===== src/rtl/timer_cmd_sender.sv =====
// -----------------------------------------------------------------------------
// timer_cmd_sender
//
// Purpose:
//    Initiator side of the serial timer-command protocol. A 4-bit delay
//    request is accepted over a valid/ready handshake and shadowed. The block
//    then drives GAP_CYCLES guard zeros, the start pattern 1101 and the delay
//    code MSB first on the registered serial line `data`. It then waits for the
//    timer's `done`, answers it with a one-cycle `ack`, and reports completion
//    to the requester. If `done` never arrives, a watchdog reports a timeout.
//
// Parameters:
//    GAP_CYCLES      guard zero cycles before each start pattern (>= 1)
//    TIMEOUT_CYCLES  WAIT_DONE cycles before a timeout is declared (>= 2)
//
// Ports:
//    clk           system clock, all state on the rising edge
//    reset_n       asynchronous active-low reset
//    req_valid     request present
//    req_ready     request can be accepted (high only in IDLE)
//    req_delay     delay code, captured on acceptance
//    data          registered serial line to the timer
//    done          timer expired, held high by the timer until ack
//    ack           registered one-cycle acknowledge to the timer
//    busy          high whenever the FSM is not IDLE
//    resp_valid    one-cycle completion pulse
//    resp_timeout  qualifies resp_valid: 1 = watchdog expired, 0 = normal done
// -----------------------------------------------------------------------------
module timer_cmd_sender #(
   parameter int GAP_CYCLES     = 2,
   parameter int TIMEOUT_CYCLES = 20000
) (
   input  logic       clk,
   input  logic       reset_n,
   input  logic       req_valid,
   output logic       req_ready,
   input  logic [3:0] req_delay,
   output logic       data,
   input  logic       done,
   output logic       ack,
   output logic       busy,
   output logic       resp_valid,
   output logic       resp_timeout
);

   localparam int GW = (GAP_CYCLES > 1) ? $clog2(GAP_CYCLES) : 1;
   localparam int WW = $clog2(TIMEOUT_CYCLES + 1);

   localparam logic [GW-1:0] GAP_LAST  = GW'(GAP_CYCLES - 1);
   localparam logic [WW-1:0] WD_LAST   = WW'(TIMEOUT_CYCLES - 1);
   localparam logic [3:0]    START_PAT = 4'b1101;

   typedef enum logic [2:0] {
      IDLE,
      GAP,
      SEND_PAT,
      SEND_DLY,
      WAIT_DONE,
      ACK
   } state_t;

   state_t          state_q, state_d;
   logic [GW-1:0]   gap_q, gap_d;
   logic [1:0]      bit_q, bit_d;
   logic [WW-1:0]   wd_q, wd_d;
   logic [3:0]      delay_q, delay_d;
   logic            data_q, data_d;
   logic            ack_q, ack_d;
   logic            rv_q, rv_d;
   logic            rt_q, rt_d;

   // State and registered outputs. Reset is asynchronous so the serial line,
   // ack and the response pulse drop immediately, even mid-transfer.
   always_ff @(posedge clk or negedge reset_n) begin
      if (!reset_n) begin
         state_q <= IDLE;
         gap_q   <= '0;
         bit_q   <= '0;
         wd_q    <= '0;
         delay_q <= '0;
         data_q  <= 1'b0;
         ack_q   <= 1'b0;
         rv_q    <= 1'b0;
         rt_q    <= 1'b0;
      end else begin
         state_q <= state_d;
         gap_q   <= gap_d;
         bit_q   <= bit_d;
         wd_q    <= wd_d;
         delay_q <= delay_d;
         data_q  <= data_d;
         ack_q   <= ack_d;
         rv_q    <= rv_d;
         rt_q    <= rt_d;
      end
   end

   // Next-state logic. The registered outputs are computed from the *next*
   // state so that they line up with the state they belong to, giving a
   // bubble-free serial stream with one bit per cycle.
   always_comb begin
      state_d = state_q;
      gap_d   = gap_q;
      bit_d   = bit_q;
      wd_d    = wd_q;
      delay_d = delay_q;
      data_d  = 1'b0;
      ack_d   = 1'b0;
      rv_d    = 1'b0;
      rt_d    = 1'b0;

      case (state_q)
         IDLE: begin
            if (req_valid) begin
               state_d = GAP;
               delay_d = req_delay;
               gap_d   = '0;
            end
         end

         GAP: begin
            if (gap_q == GAP_LAST) begin
               state_d = SEND_PAT;
               bit_d   = '0;
            end else begin
               gap_d = gap_q + 1'b1;
            end
         end

         SEND_PAT: begin
            if (bit_q == 2'd3) begin
               state_d = SEND_DLY;
               bit_d   = '0;
            end else begin
               bit_d = bit_q + 1'b1;
            end
         end

         SEND_DLY: begin
            if (bit_q == 2'd3) begin
               state_d = WAIT_DONE;
               wd_d    = '0;
            end else begin
               bit_d = bit_q + 1'b1;
            end
         end

         // done takes priority over the watchdog terminal count
         WAIT_DONE: begin
            if (done) begin
               state_d = ACK;
            end else if (wd_q == WD_LAST) begin
               state_d = IDLE;
               rv_d    = 1'b1;
               rt_d    = 1'b1;
            end else begin
               wd_d = wd_q + 1'b1;
            end
         end

         ACK: begin
            state_d = IDLE;
         end

         default: begin
            state_d = IDLE;
         end
      endcase

      // Serial bit for the upcoming cycle, both fields sent MSB first
      case (state_d)
         SEND_PAT: data_d = START_PAT[2'd3 - bit_d];
         SEND_DLY: data_d = delay_d[2'd3 - bit_d];
         default:  data_d = 1'b0;
      endcase

      if (state_d == ACK) begin
         ack_d = 1'b1;
         rv_d  = 1'b1;
      end
   end

   assign req_ready    = (state_q == IDLE);
   assign busy         = (state_q != IDLE);
   assign data         = data_q;
   assign ack          = ack_q;
   assign resp_valid   = rv_q;
   assign resp_timeout = rt_q;

endmodule


===== config.mk =====
export PLATFORM = sky130hd
export DESIGN_NAME = timer_cmd_sender
export DESIGN_NICKNAME = d
export VERILOG_FILES = /design/src/rtl/timer_cmd_sender.sv
export SDC_FILE = /design/constraint.sdc
export NUM_CORES = 1
export LEC_CHECK = 0
export ABC_AREA = 1
export BUFFER_PORTS_ARGS = -buffer_cell sky130_fd_sc_hd__buf_2
export CAP_MARGIN = 20
export CELL_PAD_IN_SITES_DETAIL_PLACEMENT = 0
export CELL_PAD_IN_SITES_GLOBAL_PLACEMENT = 1
export CORE_UTILIZATION = 30
export CTS_BUF_LIST = sky130_fd_sc_hd__clkbuf_4 sky130_fd_sc_hd__clkbuf_8
export CTS_CLUSTER_DIAMETER = 150
export DETAILED_ROUTE_END_ITERATION = 10
export MAX_ROUTING_LAYER = met4
export PLACE_DENSITY_LB_ADDON = 0.1
export SLEW_MARGIN = 25
export SYNTH_ARGS = -nofsm -noshare
export SYNTH_HDL_FRONTEND = slang
export SYNTH_SLANG_ARGS = --single-unit

===== constraint.sdc =====
create_clock -name clk -period 3.1 [get_ports clk]
set_input_delay 0.62 -clock clk [delete_from_list [all_inputs] [get_ports clk]]
set_output_delay 0.62 -clock clk [all_outputs]
set_load 0.02 [all_outputs]

# [After elaboration in Yosys (flattened, before gate mapping)]
# Index checks and enable logic that the tools add are counted.
[word_totals] register_bits=29 in_bits=8 out_inout_bits=6 wordCells=63
[classes] addsub=4 n_lt_le_gt_ge=1 eq_ne=13 mux=30 n_reduce_logical=6
[op_table] cell="$mux W15" n=3
[op_table] cell="$pmux W15 S2" n=1
[op_table] cell="$mux W3" n=6
[op_table] cell="$add A15 B1 Y15 const B" n=1
[op_table] cell="$eq A15 B15 Y1 const B" n=1
[op_table] cell="$pmux W3 S5" n=1
[op_table] cell="$eq A3 B2 Y1 const B" n=4
[op_table] cell="$mux W1" n=9
[op_table] cell="$mux W4" n=2
[op_table] cell="$ne A2 B2 Y1 const B" n=4
[op_table] cell="$eq A3 B3 Y1 const B" n=2
[op_table] cell="$mux W2" n=3
[op_table] cell="$pmux W2 S3" n=1
[op_table] cell="$bmux W1 S2" n=2
[op_table] cell="$pmux W1 S2" n=2
[op_table] cell="$reduce_and A4 Y1" n=1
[op_table] cell="$reduce_bool A2 Y1" n=2
[op_table] cell="$eq A3 B1 Y1 const B" n=1
[op_table] cell="$logic_not A3 Y1" n=1
[op_table] cell="$lt A2 B3 Y1 const B" n=1
[op_table] cell="$reduce_bool A3 Y1" n=1
[op_table] cell="$add A2 B1 Y2 const B" n=1
[op_table] cell="$eq A2 B2 Y1 const B" n=1
[op_table] cell="$reduce_and A2 Y1" n=1
[op_table] cell="other kinds (2)" n=2

# [Longest topological paths before layout]
[depth] depth_word=7 mapped_depth=12 ltp_nobuf=11

# [Worst setup path before layout]
# OpenSTA, ideal clock, no wires.
[synth_path] path_type="reg2out" startpoint="register state_q[0]" endpoint="output port busy" arrival_time_ns=1.197 required_time_ns=2.480 setup_slack_ns=1.283 stages_incl_launch_ff=6 n_path_buf=1 cell_sequence="dfrtp_1 buf_6 nor2_4 inv_2 nor2_1 inv_1"
[synth_between] elab_chain_len=1
[synth_lines] item="from (decl)" line="62" source="state_t state_q, state_d;"
[synth_lines] item="from (signal assigned)" line="86" source="state_q <= state_d;"
[synth_lines] item="$reduce_bool A3 Y1" line="184" source="assign busy = (state_q != IDLE);"
[synth_lines] item="to (decl)" line="41" source="output logic busy,"
# No other way between the ends.

# [Final worst setup path]
[layout_path] startpoint="register state_q[1]" endpoint="output port busy"
# The elaborated chain is that of the path after synthesis.

==> results_dict.tcl <==
set metrics [dict create \
    rows 27 \
    grt_max_degree 30 \
    routed_wl_um 4130 \
    fp.coreArea_sq_um 5640 \
    maxSlewViolCount 0 \
    clk_path_buf_depth 2 \
    cts_tree "yes" \
    clock_sinks 29 \
    critPathRequiredTime_ns 2.48 \
    syn_area_sq_um 1800 \
    postCtsHoldBufs 0 \
    drt-initial-drc-count 75 \
    cts_setup_buffers 0 \
    fin_crit_sh_pct 63.4 \
    ys_ff_latch 29 \
    synth-edff-count 0 \
    synth.area.top_cells "dfrtp_1 (40%), nand2_1 (11%), inv_1 (7.1%)" \
    drcViolationCount 0 \
    crit_slowest_cell "dfrtp_1" \
    rsz0062_at_grt "false" \
    antenna_left 0 \
    slew_headroom_pct 54.3 \
    min_period_ns 1.97 \
    finClkSkew_ns 0.00286 \
    setup_violations 0 \
    worstPathArrival_ns 1.35 \
    synth.avg_cell_area_sq_um 7.61 \
    syn_nets 248 \
    vias 1512 \
    fin_ws_ns 1.13 \
    grt_pass1_wl_um 7220 \
    worst-path-max-fanout 6 \
    critPathMaxStageDelay_ns 0.47 \
    crit_type "flop to output port" \
    die_h_um 79.4 \
    htreeDepth 2 \
    worst_slew_pin_slew_ns 0.685 \
    antenna_found_initial 0 \
    reg2reg_depth 8 \
    multi_input_area_sq_um 878 \
    chipWidth_um 79.4 \
    clk_latency_ns 0.28 \
    grt-ovfl-total 0 \
    drive_gt1_share_pct 15.5 \
    wire_per_inst_um 12.8 \
    power_leakage_nw 0.961 \
    ys_seq_area_share_pct 40.4 \
    synthFlopType "dfrtp_1" \
    post_cts_resized 0 \
    grt_pass1_vias 1414 \
    via_per_inst 4.67 \
    gp_congestion 0.769 \
    min_path_type "input port to asynchronous set/reset pin" \
    areaGrowthSynthToFinish_pct 11.1 \
    fillers 602 \
    nNetsFinal 264 \
    synth_cell_types 28 \
    irDropWorstVdd_uv 365 \
    crit_path_end_kind "output port" \
    clkTransAtPathRegs_ns 0.06 \
    outcome "finished, final reports clean" \
    die_area_sq_um 6300 \
    hold_viol 0 \
    dp_slack_ns 1.28 \
    netlist_instances 236 \
    synth_top_area_share_pct 40.4 \
    crit_chain "nor2_4 > inv_2 > nor2_1 > inv_1 > buf_2" \
    fmax_mhz 509 \
    io_buffer_count 13 \
    setup_tns_ns 0 \
    p_per_area_nw_per_um2 723 \
    p_total_w 0.00144 \
    worst_setup_path_start_kind "flop" \
    dp.final_hpwl_um 3110 \
    post-route-util_pct 35.4 \
    clock-root-buffer "clkbuf_8" \
    cap_violations 0 \
    ioPinCount 14 \
    track_usage_pct 15.8 \
    initial_utilization_pct 31.8 \
    yosysWarnings 0 \
    synth_area_leader_cell "dfrtp_1" \
    async_flop_share_pct 100 \
    cts_buffers 5 \
    diodes 0 \
    drt-pass1-iter-count 5 \
    final-seq-area_sq_um 726 \
]
==> cell families after synthesis <==
group           count (synthesis)  synth area share (%)
simple gates                  131                  34.7
buf+inv                        42                  10.7
fa+ha+maj                       4                  2.79
flops                          29                  40.4
compound gates                 24                  8.50
xor+xnor                        6                  2.92
==> synth_stat cells (2+ instances only) <==
cell / count
nor2_1: 24
o21ai_1: 2
nand3_1: 25
o21ai_0: 9
ha_1: 4
xor2_1: 5
nand2_2: 2
nand4_1: 12
inv_1: 34
inv_4: 2
nor3_1: 9
a21oi_1: 4
o21ai_2: 7
inv_2: 2
nand2_1: 52
nand2_4: 2
dfrtp_1: 29
buf_6: 2
==> area by class of cell <==
type,count,area share [%]
repair buffers,13,3.26
inverters,38,7.39
multi-input cells,165,44.0
well taps,72,4.51
clock buffers,7,4.51
flip-flops and latches,29,36.3
==> power by group <==
part	switching, W	internal (W)	leakage, nW	total, W
registers	0.0000728	0.000459	0.382	0.000532
clock network	0.000145	0.000185	0.0477	0.000330
logic	0.000400	0.000183	0.532	0.000583
total	0.000618	0.000826	0.961	0.00144
==> per-layer routing <==
layer / vias up / share of wire, % / track usage [%]
met2: 30 / 40 / 21.2
met1: 683 / 55 / 22.7
met3: 5 / 4.1 / 3.43
met5: - / 0 / -
li1: 794 / - / -
met4: 0 / 1.3 / 6.55
==> critical path, delay by kind of cell (launching register included) <==
family        cells  cell delay (ns)
buf+inv           3             0.29
simple gates      2             0.32
flops             1             0.47
==> worst paths after layout <==
check / from / end / slack [ns]
worst min-delay path: reset_n / wd_q[3]$_DFFE_PN0P_ / 0.38
worst min register to register: wd_q[14]$_DFFE_PN0P_ / wd_q[14]$_DFFE_PN0P_ / 0.53
worst max-delay path: state_q[1]$_DFF_PN0_ / busy / 1.13
min in group clk: wd_q[14]$_DFFE_PN0P_ / wd_q[14]$_DFFE_PN0P_ / 0.53
max in group asynchronous: reset_n / delay_q[0]$_DFF_PN0_ / 2.28
worst max register to register: wd_q[0]$_DFFE_PN0P_ / wd_q[6]$_DFFE_PN0P_ / 1.29
==> metrics by stage <==
| stage | hold slack [ns] | cell area [sq um] | cells |
|---|---|---|---|
| detailed placement | 0.510 | 1910 | 317 |
| global placement | 0.511 | 1910 | 317 |
| finish | 0.379 | 2000 | 324 |
| CTS | 0.412 | 2000 | 324 |
| global route | 0.443 | 2000 | 324 |
| floorplan | 0.324 | 1800 | 236 |
==> sequential cells by signal, summed over array words and instances, names as in the netlist <==
register and flops:
data 1, wd_q 15, resp_valid 1, bit_q 2, resp_timeout 1, gap_q 1, state_q 3, delay_q 4
ack 1
==> cells in the final DEF, fill, tap and decap left out, drive strengths merged <==
cell type,synthesis,layout
a21oi,4,4
a22o,1,1
ha,4,4
nor3,9,9
dfrtp,29,29
nand4,13,13
nor3b,1,1
nor2,27,27
o21bai,1,1
nand2,56,56
buf,4,13
inv,38,38
nand3,25,25
clkbuf,0,7
xnor2,1,1
o21ai,18,18
xor2,5,5
No activity file was read; power rests on OpenSTA's default activity.
